`config.mk`:
```
export PLATFORM = sky130hd
export DESIGN_NAME = branch_decode_unit
export DESIGN_NICKNAME = d
export VERILOG_FILES = /design/src/rtl/rv32i_types.sv /design/src/rtl/branch_cmp.sv /design/src/rtl/branch_decode_unit.sv
export SDC_FILE = /design/constraint.sdc
export NUM_CORES = 1
export LEC_CHECK = 0
export BUFFER_PORTS_ARGS = -buffer_cell sky130_fd_sc_hd__buf_2
export CORE_UTILIZATION = 45
export DETAILED_ROUTE_END_ITERATION = 6
export PLACE_DENSITY = 0.71
export SYNTH_ARGS = -nofsm -noshare
export SYNTH_HDL_FRONTEND = slang
export SYNTH_SLANG_ARGS = --single-unit
```
`constraint.sdc`:
```
create_clock -name vclk -period 6.75
set_clock_uncertainty 0.05 [all_clocks]
set_input_delay 0.3375 -clock vclk [all_inputs]
set_output_delay 0.3375 -clock vclk [all_outputs]
set_load 0.03 [all_outputs]
```
`src/rtl/rv32i_types.sv`:
```
// Shared RV32I decode types: opcodes, funct3 groups, ALU ops, datapath mux selects and the control word.
package rv32i_types;

  typedef enum logic [6:0] {
    op_lui   = 7'b0110111,
    op_auipc = 7'b0010111,
    op_jal   = 7'b1101111,
    op_jalr  = 7'b1100111,
    op_br    = 7'b1100011,
    op_load  = 7'b0000011,
    op_store = 7'b0100011,
    op_imm   = 7'b0010011,
    op_reg   = 7'b0110011,
    op_csr   = 7'b1110011
  } rv32i_opcode;

  typedef enum logic [2:0] {
    beq  = 3'b000,
    bne  = 3'b001,
    blt  = 3'b100,
    bge  = 3'b101,
    bltu = 3'b110,
    bgeu = 3'b111
  } branch_funct3_t;

  typedef enum logic [2:0] {
    lb  = 3'b000,
    lh  = 3'b001,
    lw  = 3'b010,
    lbu = 3'b100,
    lhu = 3'b101
  } load_funct3_t;

  typedef enum logic [2:0] {
    sb = 3'b000,
    sh = 3'b001,
    sw = 3'b010
  } store_funct3_t;

  typedef enum logic [2:0] {
    f3_add  = 3'b000,
    f3_sll  = 3'b001,
    f3_slt  = 3'b010,
    f3_sltu = 3'b011,
    f3_xor  = 3'b100,
    f3_sr   = 3'b101,
    f3_or   = 3'b110,
    f3_and  = 3'b111
  } arith_funct3_t;

  typedef enum logic [2:0] {
    alu_add = 3'b000,
    alu_sll = 3'b001,
    alu_sra = 3'b010,
    alu_sub = 3'b011,
    alu_xor = 3'b100,
    alu_srl = 3'b101,
    alu_or  = 3'b110,
    alu_and = 3'b111
  } alu_ops;

  typedef enum logic [1:0] {
    pcmux_pc_plus4 = 2'b00,
    pcmux_alu_out  = 2'b01,
    pcmux_alu_mod2 = 2'b10
  } pcmux_sel_t;

  typedef enum logic {
    alumux1_rs1 = 1'b0,
    alumux1_pc  = 1'b1
  } alumux1_sel_t;

  typedef enum logic [2:0] {
    alumux2_i_imm = 3'b000,
    alumux2_u_imm = 3'b001,
    alumux2_b_imm = 3'b010,
    alumux2_s_imm = 3'b011,
    alumux2_j_imm = 3'b100,
    alumux2_rs2   = 3'b101
  } alumux2_sel_t;

  typedef enum logic [3:0] {
    rfmux_alu_out  = 4'd0,
    rfmux_br_en    = 4'd1,
    rfmux_u_imm    = 4'd2,
    rfmux_lw       = 4'd3,
    rfmux_pc_plus4 = 4'd4,
    rfmux_lb       = 4'd5,
    rfmux_lbu      = 4'd6,
    rfmux_lh       = 4'd7,
    rfmux_lhu      = 4'd8
  } regfilemux_sel_t;

  typedef enum logic {
    cmpmux_rs2   = 1'b0,
    cmpmux_i_imm = 1'b1
  } cmpmux_sel_t;

  typedef struct packed {
    rv32i_opcode     opcode;
    alu_ops          aluop;
    branch_funct3_t  cmpop;
    alumux1_sel_t    alumux1_sel;
    alumux2_sel_t    alumux2_sel;
    regfilemux_sel_t regfilemux_sel;
    cmpmux_sel_t     cmpmux_sel;
    logic            load_regfile;
    logic            mem_read;
    logic            mem_write;
    logic [3:0]      mem_byte_enable;
  } rv32i_control_word;

endpackage

```
`src/rtl/branch_cmp.sv`:
```
// Branch comparator: signed/unsigned relational test selected by the branch funct3.
module branch_cmp
  import rv32i_types::*;
#(
  parameter int WIDTH = 32
) (
  input  branch_funct3_t   cmpop_i,
  input  logic [WIDTH-1:0] a_i,
  input  logic [WIDTH-1:0] b_i,
  output logic             br_en_o
);

  // Relational result for the selected compare
  always_comb begin
    br_en_o = 1'b0;
    case (cmpop_i)
      beq:     br_en_o = (a_i == b_i);
      bne:     br_en_o = (a_i != b_i);
      blt:     br_en_o = ($signed(a_i) <  $signed(b_i));
      bge:     br_en_o = ($signed(a_i) >= $signed(b_i));
      bltu:    br_en_o = (a_i <  b_i);
      bgeu:    br_en_o = (a_i >= b_i);
      default: br_en_o = 1'b0;
    endcase
  end

endmodule

```
`src/rtl/branch_decode_unit.sv`:
```
// ID-stage decode, branch compare, next-PC resolution and mispredict flush.
// Optional self-loop halt detection is built only when SELF_LOOP_HALT_EN is defined.
module branch_decode_unit
  import rv32i_types::*;
#(
  parameter int WIDTH = 32
) (
  input  logic              clk,
  input  logic              rst,
  input  logic [WIDTH-1:0]  instr_i,
  input  logic [WIDTH-1:0]  pc_i,
  input  logic [WIDTH-1:0]  rs1_val_i,
  input  logic [WIDTH-1:0]  rs2_val_i,
  input  logic              br_pred_i,
  input  logic              nop_i,
  output rv32i_control_word ctrl_o,
  output logic              br_en_o,
  output logic [WIDTH-1:0]  target_o,
  output pcmux_sel_t        pcmux_sel_o,
  output logic              flush_o,
  output logic              halt_en_o,
  output logic              halted_o
);

  rv32i_opcode       opcode_s;
  logic [2:0]        funct3_s;
  logic [WIDTH-1:0]  i_imm_s, s_imm_s, b_imm_s, u_imm_s, j_imm_s;
  logic [WIDTH-1:0]  cmp_b_s;
  logic [WIDTH-1:0]  jalr_sum_s;
  rv32i_control_word rom_s;
  rv32i_control_word ctrl_s;
  logic              br_en_s;
  logic [WIDTH-1:0]  target_s;
  pcmux_sel_t        pcmux_sel_s;

  assign opcode_s = rv32i_opcode'(instr_i[6:0]);
  assign funct3_s = instr_i[14:12];
  assign i_imm_s  = {{21{instr_i[31]}}, instr_i[30:20]};
  assign s_imm_s  = {{21{instr_i[31]}}, instr_i[30:25], instr_i[11:7]};
  assign b_imm_s  = {{20{instr_i[31]}}, instr_i[7], instr_i[30:25], instr_i[11:8], 1'b0};
  assign u_imm_s  = {instr_i[31:12], 12'h000};
  assign j_imm_s  = {{12{instr_i[31]}}, instr_i[19:12], instr_i[20], instr_i[30:21], 1'b0};

  // Control ROM indexed by the raw opcode
  always_comb begin
    rom_s       = '0;
    rom_s.cmpop = beq;
    case (opcode_s)
      op_lui: begin
        rom_s.opcode         = op_lui;
        rom_s.load_regfile   = 1'b1;
        rom_s.regfilemux_sel = rfmux_u_imm;
      end
      op_auipc: begin
        rom_s.opcode      = op_auipc;
        rom_s.aluop       = alu_add;
        rom_s.alumux1_sel = alumux1_pc;
        rom_s.alumux2_sel = alumux2_u_imm;
      end
      op_jal, op_jalr: begin
        rom_s.opcode         = opcode_s;
        rom_s.load_regfile   = 1'b1;
        rom_s.regfilemux_sel = rfmux_pc_plus4;
      end
      op_br: begin
        rom_s.opcode     = op_br;
        rom_s.cmpop      = branch_funct3_t'(funct3_s);
        rom_s.cmpmux_sel = cmpmux_rs2;
      end
      op_load: begin
        rom_s.opcode      = op_load;
        rom_s.aluop       = alu_add;
        rom_s.alumux1_sel = alumux1_rs1;
        rom_s.alumux2_sel = alumux2_i_imm;
        rom_s.mem_read    = 1'b1;
        case (load_funct3_t'(funct3_s))
          lb:      rom_s.regfilemux_sel = rfmux_lb;
          lh:      rom_s.regfilemux_sel = rfmux_lh;
          lw:      rom_s.regfilemux_sel = rfmux_lw;
          lbu:     rom_s.regfilemux_sel = rfmux_lbu;
          lhu:     rom_s.regfilemux_sel = rfmux_lhu;
          default: rom_s.regfilemux_sel = rfmux_lw;
        endcase
      end
      op_store: begin
        rom_s.opcode      = op_store;
        rom_s.aluop       = alu_add;
        rom_s.alumux1_sel = alumux1_rs1;
        rom_s.alumux2_sel = alumux2_s_imm;
        rom_s.mem_write   = 1'b1;
        case (store_funct3_t'(funct3_s))
          sb:      rom_s.mem_byte_enable = 4'b0001;
          sh:      rom_s.mem_byte_enable = 4'b0011;
          sw:      rom_s.mem_byte_enable = 4'b1111;
          default: rom_s.mem_byte_enable = 4'b0000;
        endcase
      end
      op_imm, op_reg: begin
        rom_s.opcode         = opcode_s;
        rom_s.alumux1_sel    = alumux1_rs1;
        rom_s.alumux2_sel    = (opcode_s == op_imm) ? alumux2_i_imm : alumux2_rs2;
        rom_s.cmpmux_sel     = (opcode_s == op_imm) ? cmpmux_i_imm : cmpmux_rs2;
        rom_s.regfilemux_sel = rfmux_alu_out;
        case (arith_funct3_t'(funct3_s))
          f3_slt: begin
            rom_s.cmpop          = blt;
            rom_s.regfilemux_sel = rfmux_br_en;
          end
          f3_sltu: begin
            rom_s.cmpop          = bltu;
            rom_s.regfilemux_sel = rfmux_br_en;
          end
          // Immediate adds never subtract; instr[30] is part of the immediate there
          f3_add: begin
            if ((opcode_s == op_reg) && instr_i[30]) begin
              rom_s.aluop = alu_sub;
            end else begin
              rom_s.aluop = alu_add;
            end
          end
          f3_sr: begin
            if (instr_i[30]) begin
              rom_s.aluop = alu_sra;
            end else begin
              rom_s.aluop = alu_srl;
            end
          end
          default: rom_s.aluop = alu_ops'(funct3_s);
        endcase
      end
      default: rom_s = '0;
    endcase
  end

  // Hazard bubble: turn the word into a side-effect-free op_csr slot
  always_comb begin
    ctrl_s = rom_s;
    if (nop_i) begin
      ctrl_s.opcode          = op_csr;
      ctrl_s.load_regfile    = 1'b0;
      ctrl_s.mem_read        = 1'b0;
      ctrl_s.mem_write       = 1'b0;
      ctrl_s.mem_byte_enable = 4'b0000;
      ctrl_s.alumux1_sel     = alumux1_rs1;
      ctrl_s.alumux2_sel     = alumux2_rs2;
      ctrl_s.regfilemux_sel  = rfmux_alu_out;
    end else begin
      ctrl_s = rom_s;
    end
  end

  assign cmp_b_s = (rom_s.cmpmux_sel == cmpmux_i_imm) ? i_imm_s : rs2_val_i;

  branch_cmp #(.WIDTH(WIDTH)) u_cmp (
    .cmpop_i (rom_s.cmpop),
    .a_i     (rs1_val_i),
    .b_i     (cmp_b_s),
    .br_en_o (br_en_s)
  );

  assign jalr_sum_s = rs1_val_i + i_imm_s;

  // Next-PC resolver driven by the undecorated opcode
  always_comb begin
    target_s    = pc_i + 32'd4;
    pcmux_sel_s = pcmux_pc_plus4;
    case (opcode_s)
      op_br: begin
        if (br_en_s) begin
          target_s    = pc_i + b_imm_s;
          pcmux_sel_s = pcmux_alu_out;
        end else begin
          target_s    = pc_i + 32'd4;
          pcmux_sel_s = pcmux_pc_plus4;
        end
      end
      op_jal: begin
        target_s    = pc_i + j_imm_s;
        pcmux_sel_s = pcmux_alu_out;
      end
      op_jalr: begin
        target_s    = {jalr_sum_s[WIDTH-1:1], 1'b0};
        pcmux_sel_s = pcmux_alu_mod2;
      end
      default: begin
        target_s    = pc_i + 32'd4;
        pcmux_sel_s = pcmux_pc_plus4;
      end
    endcase
  end

  assign ctrl_o      = ctrl_s;
  assign br_en_o     = br_en_s;
  assign target_o    = target_s;
  assign pcmux_sel_o = pcmux_sel_s;
  assign flush_o     = ((ctrl_s.opcode == op_br) && (br_en_s != br_pred_i)) ||
                       (((ctrl_s.opcode == op_jal) || (ctrl_s.opcode == op_jalr)) && !br_pred_i);

`ifdef SELF_LOOP_HALT_EN
  logic halt_en_s;
  logic halted_d, halted_q;

  assign halt_en_s = br_en_s && (target_s == pc_i) && (ctrl_s.opcode != 7'h00) && rst;
  assign halted_d  = halted_q | halt_en_s;

  // Sticky halt flag, cleared only by reset
  always_ff @(posedge clk or negedge rst) begin
    if (!rst) begin
      halted_q <= 1'b0;
    end else begin
      halted_q <= halted_d;
    end
  end

  assign halt_en_o = halt_en_s;
  assign halted_o  = halted_q;
`else
  logic unused_s;

  assign unused_s  = ^{clk, rst};
  assign halt_en_o = 1'b0;
  assign halted_o  = 1'b0;
`endif

endmodule

```
==> flow_summary_export.csv, run 1 <==
group,metric,value,unit
outcome,outcome,"finished clean",
routing,drtPass1Iterations,5,
critical_path,crit_required,6360,ps
worst_hold_path,min_path_cells,3,
routing,wl,23400,um
routing,vias_per_cell,6.10,
critical_path,start_kind,"input port",
final_layout,register_area,0,um^2
power_and_ir_drop,finalPower,0.668,mW
timing,rsz0062_at_grt,"no",
power_and_ir_drop,p_leak,3.73,nW
final_layout,fin_nets,1420,
critical_path,end_kind,"output pin",
global_routing,grt_pass1_vias,7459,
critical_path,slowest_delay,530,ps
floorplanning,fp.coreArea,14800,um^2
global_routing,grt_use_met1,36.0,%
synth,ys_seq_area_share,0,%
power_and_ir_drop,pwr-share-comb,100.0,%
final_layout,area_growth,15.4,%
placement,hpwl,19400,um
power_and_ir_drop,netSwitchingFraction,59.7,%
final_layout,final_area,7970,um^2
timing,drv_slew,0,
timing,max-slew-margin-rel,38.8,%
floorplanning,dieArea,15800,um^2
final_layout,drive_gt1_share,19.3,%
job,timing.max_cap.violations,0,
critical_path,path_cells,"buf_2 > nand2_1 > or2_1 > nor3_1 > and3_1 > a21oi_1 > ha_1 > nand3_1 > nor3_2 > and3_1 > o31a_1 > nor2_1 > a311oi_2 > o211ai_2 > nand2_1 > buf_4 > mux2i_1 > o221ai_1 > buf_2",
global_routing,busiest_layer,"met2",
floorplanning,rows,44,
power_and_ir_drop,irDropWorstVdd,0.0000528,V
placement,gp_congestion,0.965,
synth,syn_area,6910,um^2
critical_path,cpMaxStageDelayCell,"and3_1",
synth,yosysTopAreaCell,"ha_1",
final_layout,nFlopsAndLatches,0,
timing,hold_viol,0,
placement,dp_cells,1361,
cts,ctsResizeCount,0,
routing,wire_per_inst,17.2,um
routing,drt_iter0_drc,623,
timing,max_freq,0.174,GHz
final_layout,diodes,0,
final_layout,layout.clock_buffers,0,
routing,drcViolationCount,0,
global_routing,grt_util_met2,49.1,%
routing,num_vias,8306,
critical_path,critPathKind,"input port to output pin",
global_routing,grt_max_degree,42,
timing,finalWorstSetupSlack,1010,ps
global_routing,grt_overflow,0,
global_routing,antenna_found_initial,0,
critical_path,crit_path_max_fanout,16,
cts,post-cts-setup-buffer-count,0,
synth,synthTopCellsByArea,"ha_1, a21oi_1, xnor2_1",
final_layout,stdcell_count,1361,
worst_hold_path,min_from,"pc_i[0]",
critical_path,arrival,5360,ps
synth,yosysWarnings,0,
timing,post-route-period-util,85.1,%
global_routing,grt_pass1_wl,36300,um
critical_path,path_buf_inv,3,
critical_path,cp_top_family,"simple AND/OR/NAND/NOR gates",
worst_hold_path,min_to,"target_o[0]",
power_and_ir_drop,p_seq_share,0,%
floorplanning,die_y,126,um
placement,port_buffers,195,
synth,synth_top_cell_area_share,19.2,%
placement,place_ws,1220,ps
synth,synth.distinct_cells,80,
placement,post_dp_cell_area,7970,um^2
timing,setup_viol,0,
timing,period_minus_slack,5740,ps
timing,worstMarginPinSlew,919,ps
power_and_ir_drop,p_sw,0.399,mW
synth,synth.avg_cell_area,6.78,um^2
cts,hold_buffers,0,
power_and_ir_drop,p_clk_share,0,%
floorplanning,initial_core_util,46.8,%
global_routing,grt_util_all_layers,27.9,%
floorplanning,die_x,126,um
synth,postSynthCellCount,1019,
worst_hold_path,hold_class,"input port to output pin",
timing,finalSetupTns,0,ps
global_routing,use_met3,2.17,%
routing,ant_nets,0,
power_and_ir_drop,p_int,0.269,mW
floorplanning,ios,199,
power_and_ir_drop,powerDensity,83.9,nW/um^2
[synthesized netlist by cell type (all sizes together) (7+ instances only)]
library cell / n
a21oi: 115
ha: 106
nor2: 89
o21ai: 84
nand2: 83
xnor2: 65
xor2: 42
nand3: 37
clkbuf: 31
inv: 31
a21o: 29
nor3: 21
a211oi: 19
mux2i: 18
o21a: 17
a31oi: 15
o21bai: 15
buf: 14
and2: 13
nand2b: 13
nand4: 13
and3: 11
o211ai: 10
o221ai: 10
or2: 10
a22oi: 9
o22ai: 7
or3: 7
[final cells by class]
cell class	count	area, um^2
fill	1517	6780
tap	184	230
inverter	32	120
multi-input combinational	943	6590
timing repair buffer	202	1030
[metal layers]
layer	part of all wire, %	wire (um)
met1	44	10400
met4	3.4	794
met3	6.9	1620
met5	0	0
met2	45	10600
[per-stage QoR]
step / hold slack [ps] / util [%]
2_1_floorplan: 742 / -
3_3_place_gp: 981 / 54.0
3_5_place_dp: 980 / 54.0
4_1_cts: 983 / 54.0
5_1_grt: 990 / 54.0
6_report: 981 / 54.0
[worst max-delay path by stage]
stage | endpoint | slack (ps) | depth (start not counted) | start
2_1_floorplan | flush_o | 1730 | 18 | instr_i[0]
3_3_place_gp | target_o[17] | 1350 | 20 | instr_i[1]
3_5_place_dp | target_o[21] | 1220 | 19 | instr_i[1]
4_1_cts | target_o[21] | 1200 | 19 | instr_i[1]
5_1_grt | target_o[17] | 750 | 20 | instr_i[1]
6_report | target_o[17] | 1010 | 19 | instr_i[1]
[cells in the final DEF (no fill, tap or decap), types with 7 or more instances in the layout]
cell and count:
a21oi_1 115, nor3_1 20, o22ai_1 7, nand2_1 82
o221ai_1 10, and2_1 12, a211oi_1 18, mux2i_1 18
ha_1 106, a31oi_1 15, inv_1 31, buf_2 195
o21a_1 17, a21o_1 29, nand2b_1 13, nand3_1 36
o21bai_1 15, buf_4 7, a22oi_1 9, o211ai_1 9
xnor2_1 65, o21ai_0 70, xor2_1 42, and3_1 11
o21ai_1 14, or2_2 8, or3_1 7, nand4_1 13
nor2_1 88
[cells by family after synthesis]
kind of cell    Yosys count  share of synthesized area [%]
compound gates          388                           36.2
xor+xnor                107                           13.6
other cells               1                         0.0543
fa+ha+maj               109                           20.1
buf+inv                  77                           4.62
simple gates            318                           22.7
mux                      19                           2.77
[power by group through the flow]
stage               Clock (mW)  Sequential, mW  Combinational (mW)
detailed placement           0               0               0.657
global placement             0               0               0.652
finish                       0               0               0.668
floorplan                    0               0               0.473
global route                 0               0               0.735
CTS                          0               0               0.661
Power figures use the tool's default switching activity.
==> inputs of run 2 (changes only) <==
Settings changed: CAP_MARGIN set to 25, PLACE_DENSITY 0.71 to 0.74, REMOVE_ABC_BUFFERS set to 1.
Clock period 6.75 ns to 5 ns, I/O delays scaled along.
==> run 2 against run 1 <==
Net effect: first-iteration DRC count rose by 16%; die area did not move; critical path depth did not move; sequential cell count did not move; via count rose by 2.7%; wire length rose by 4.3%; global-route usage rose by 1.7 points; setup slack got worse by 720 ps; cell count rose by 0.59%; combinational power rose by 37%; final area rose by 1.4%; core utilization rose by 0.78 points; critical endpoint is now target_o[22]; largest cell class unchanged.
==> flow_summary_export.csv, run 2 (synthesis gave the netlist of run 1 again) <==
group,metric,value,unit
cts,ctsResizeCount,0,
cts,post-cts-setup-buffer-count,0,
critical_path,end_kind,"output pin",
timing,max_freq,0.212,GHz
final_layout,final_common_cell,"buf_2",
critical_path,crit_path_max_fanout,21,
cts,hold_buffers,0,
routing,drt_iter0_drc,723,
critical_path,critPathKind,"input port to output pin",
power_and_ir_drop,p_leak,3.79,nW
global_routing,antenna_found_initial,0,
routing,ant_nets,0,
timing,post-route-period-util,94.3,%
worst_hold_path,hold_class,"input port to output pin",
global_routing,grt_pass1_wl,38700,um
timing,rsz0062_at_grt,"no",
placement,port_buffers,195,
power_and_ir_drop,irDropWorstVdd,0.0000429,V
final_layout,layout.clock_buffers,0,
timing,setup_viol,0,
routing,drcViolationCount,0,
final_layout,register_area,0,um^2
final_layout,most-common-layout-cells,"buf_2, a21oi_1, ha_1",
final_layout,nFlopsAndLatches,0,
routing,wire_per_inst,17.8,um
routing,num_vias,8530,
critical_path,arrival,4420,ps
placement,post_dp_cell_area,8060,um^2
routing,wl,24400,um
global_routing,grt_overflow,0,
critical_path,path_cells,"buf_2 > nand2b_1 > nor3_4 > and3_4 > buf_12 > a21oi_1 > ha_1 > nand3_2 > nor4_4 > and3_1 > o31a_1 > nor2_1 > a311oi_2 > o211ai_2 > buf_12 > and2_1 > a221oi_1 > o221ai_1 > buf_2",
floorplanning,ios,199,
global_routing,grt_util_all_layers,29.6,%
critical_path,slowest_delay,330,ps
critical_path,crit_required,4700,ps
routing,vias_per_cell,6.23,
floorplanning,die_x,126,um
final_layout,area_growth,17.1,%
critical_path,start_kind,"input port",
worst_hold_path,min_path_cells,3,
critical_path,cpMaxStageDelayCell,"ha_1",
global_routing,grt_max_degree,42,
timing,max-slew-margin-rel,41.2,%
floorplanning,die_y,126,um
floorplanning,rows,44,
final_layout,fin_nets,1428,
timing,hold_viol,0,
routing,drtPass1Iterations,5,
outcome,outcome,"finished clean",
power_and_ir_drop,powerDensity,113,nW/um^2
global_routing,grt_pass1_vias,7613,
timing,worstMarginPinSlew,881,ps
placement,gp_congestion,1.01,
job,timing.max_cap.violations,0,
timing,period_minus_slack,4720,ps
final_layout,diodes,0,
floorplanning,fp.coreArea,14800,um^2
timing,drv_slew,0,
floorplanning,initial_core_util,46.8,%
final_layout,drive_gt1_share,20.3,%
placement,hpwl,20400,um
timing,hold_ws,820,ps
final_layout,final_area,8090,um^2
floorplanning,dieArea,15800,um^2
final_layout,post-route-util,54.8,%
==> run 2: layer usage <==
layer / track usage, % / wire length (um)
met4: 8.72 / 788
met1: 40.6 / 10800
met5: 0 / 0
met2: 47.7 / 10600
met3: 4.21 / 2190
==> run 2: where the power goes <==
part	total [mW]	internal [mW]	switching, mW
Clock	0	0	0
Combinational	0.913	0.366	0.547
Sequential	0	0	0
Total	0.913	0.366	0.547
==> run 2: final cells by class <==
class | instances | area (um^2)
Multi-Input combinational cell | 943 | 6620
Tap cell | 184 | 230
Inverter | 32 | 120
Timing Repair Buffer | 210 | 1110
Fill cell | 1506 | 6670
==> run 2: final timing paths <==
kind / slack (ps) / end / from
hold / removal: 820 / target_o[0] / pc_i[0]
setup / recovery: 280 / target_o[22] / instr_i[6]
==> run 2: per-stage QoR <==
| step | setup TNS (ps) | cells | worst slack [ps] | power [mW] |
|---|---|---|---|---|
| 2_1_floorplan | -10790 | 975 | -825 | 0.630 |
| 3_3_place_gp | 0 | 1369 | 171 | 0.877 |
| 3_5_place_dp | 0 | 1369 | 89.6 | 0.885 |
| 4_1_cts | 0 | 1369 | 44.6 | 0.891 |
| 5_1_grt | 0 | 1369 | 34.1 | 1.00 |
| 6_report | 0 | 1369 | 284 | 0.913 |
==> run 2: critical path, delay by kind of cell <==
family	cells	cell delay (ps)
buf+inv	4	720
compound gates	6	1310
simple gates	8	1780
fa+ha+maj	1	330
==> inputs of run 3 (changes only) <==
==> constraint.sdc (replaced) <==
create_clock -name vclk -period 5
set_clock_uncertainty 0.05 [all_clocks]
set_input_delay 1 -clock vclk [all_inputs]
set_output_delay 1 -clock vclk [all_outputs]
set_load 0.03 [all_outputs]
==> run 3 against run 2 <==
Net effect: the flow now finishes with violations (negative setup slack); count of clock-buffer cells in the layout is the same; wire length grew 16%; power grew 22%; via count grew 9.8%; final area grew 22%; hold slack gained 1500 ps; die area is the same; maximum frequency shrank 23%; critical path depth grew 3; non-clock buffer count grew 158; sequential cell count is the same; critical endpoint is now target_o[9].
==> flow_summary_export.csv, run 3 (synthesis gave the netlist of run 1 again) <==
group,metric,value,unit
final_layout,layout.clock_buffers,0,
timing,rsz0062_at_grt,"yes",
routing,wl,28300,um
final_layout,nFlopsAndLatches,0,
job,timing.max_cap.violations,0,
cts,hold_buffers,0,
floorplanning,fp.coreArea,14800,um^2
routing,num_vias,9368,
critical_path,critPathKind,"input port to output pin",
global_routing,grt_pass1_wl,42900,um
timing,setup_viol,34,
floorplanning,initial_core_util,46.8,%
worst_hold_path,hold_class,"input port to output pin",
critical_path,cpMaxStageDelayCell,"nor4_4",
outcome,outcome,"finished with violations",
outcome,violations,"negative setup slack",
floorplanning,die_y,126,um
timing,post-route-period-util,122,%
power_and_ir_drop,p_leak,4.73,nW
timing,hold_ws,2340,ps
floorplanning,dieArea,15800,um^2
global_routing,grt_pass1_vias,8483,
final_layout,area_growth,43.1,%
power_and_ir_drop,powerDensity,113,nW/um^2
final_layout,multiInputGateArea,6930,um^2
timing,max_freq,0.164,GHz
power_and_ir_drop,finalPower,1.11,mW
critical_path,path_cells,"buf_8 > nand2_4 > or2_4 > nor3_4 > buf_4 > and3_4 > buf_12 > a21oi_2 > ha_1 > nand4_1 > nor4_4 > and3_1 > o31a_1 > nor2_2 > a311oi_2 > o211ai_4 > buf_12 > buf_8 > nand2_2 > o21ai_2 > a221o_1 > buf_6",
critical_path,end_kind,"output pin",
global_routing,antenna_found_initial,1,
final_layout,drive_gt1_share,33.6,%
floorplanning,ios,199,
critical_path,start_kind,"input port",
critical_path,path_buf_inv,6,
global_routing,grt_util_all_layers,33.1,%
floorplanning,die_x,126,um
floorplanning,rows,44,
placement,port_buffers,195,
global_routing,grt_overflow,0,
global_routing,grt_max_degree,27,
final_layout,fillCellCount,1272,
critical_path,cp_top_family,"simple AND/OR/NAND/NOR gates",
timing,hold_viol,0,
critical_path,arrival,5040,ps
critical_path,crit_path_max_fanout,6,
timing,period_minus_slack,6090,ps
timing,finalWorstSetupSlack,-1090,ps
power_and_ir_drop,irDropWorstVdd,0.0000539,V
routing,vias_per_cell,6.13,
routing,drtPass1Iterations,5,
routing,drt_iter0_drc,1068,
worst_hold_path,min_path_cells,3,
routing,drcViolationCount,0,
placement,hpwl,22300,um
critical_path,cp.depth,22,
routing,ant_nets,0,
routing,wire_per_inst,18.5,um
final_layout,final_common_cell,"buf_4",
final_layout,fin_nets,1586,
timing,max-slew-margin-rel,55.4,%
placement,gp_congestion,1.05,
final_layout,register_area,0,um^2
final_layout,most-common-layout-cells,"buf_4, buf_2, ha_1",
critical_path,crit_required,3950,ps
timing,worstMarginPinSlew,669,ps
timing,finalSetupTns,-32320,ps
critical_path,slowest_delay,360,ps
timing,drv_slew,0,
run 3: final timing paths:
kind	from	end	slack [ps]
setup / recovery	instr_i[0]	target_o[9]	-1090
hold / removal	pc_i[0]	target_o[0]	2340
run 3: layer usage:
metal,routed length [um],share of wire [%],track usage (%),up-vias
met1,12100,43,46.6,4231
met5,0,0,0,-
li1,-,-,-,4499
met2,12500,44,53.1,549
met4,992,3.5,11.0,0
met3,2730,9.7,2.63,89
run 3: area by class of cell:
cell class | instances | share of cell area, %
tap | 184 | 2.33
antenna | 1 | 0.0253
inverter | 32 | 1.22
multi-input combinational | 943 | 70.1
timing repair buffer | 368 | 26.3
run 3: timing repair:
action / 4_1_cts / 5_1_grt
endpoints found under the setup margin: 34 / 34
pin swaps: 36 / 14
buffers inserted: 13 / 7
gates cloned: 3 / 1
gates resized for setup: 96 / 56
run 3: power breakdown:
group          leakage, nW    total [mW]  switching (mW)  internal [mW]
clock           0.00000634  0.0000000268               0   0.0000000268
sequential               0             0               0              0
combinational         4.73          1.11           0.620          0.494
run 3: through the flow:
stage                     instance area (um^2)  util (%)  std cells  worst slack [ps]
after floorplan                           6710         -        975             -2330
after global placement                    9080      61.6       1504              -976
after detailed placement                  9080      61.6       1504             -1100
after CTS                                 9610      65.2       1520              -985
after global routing                      9880      67.0       1528             -1180
final                                     9880      67.0       1528             -1090
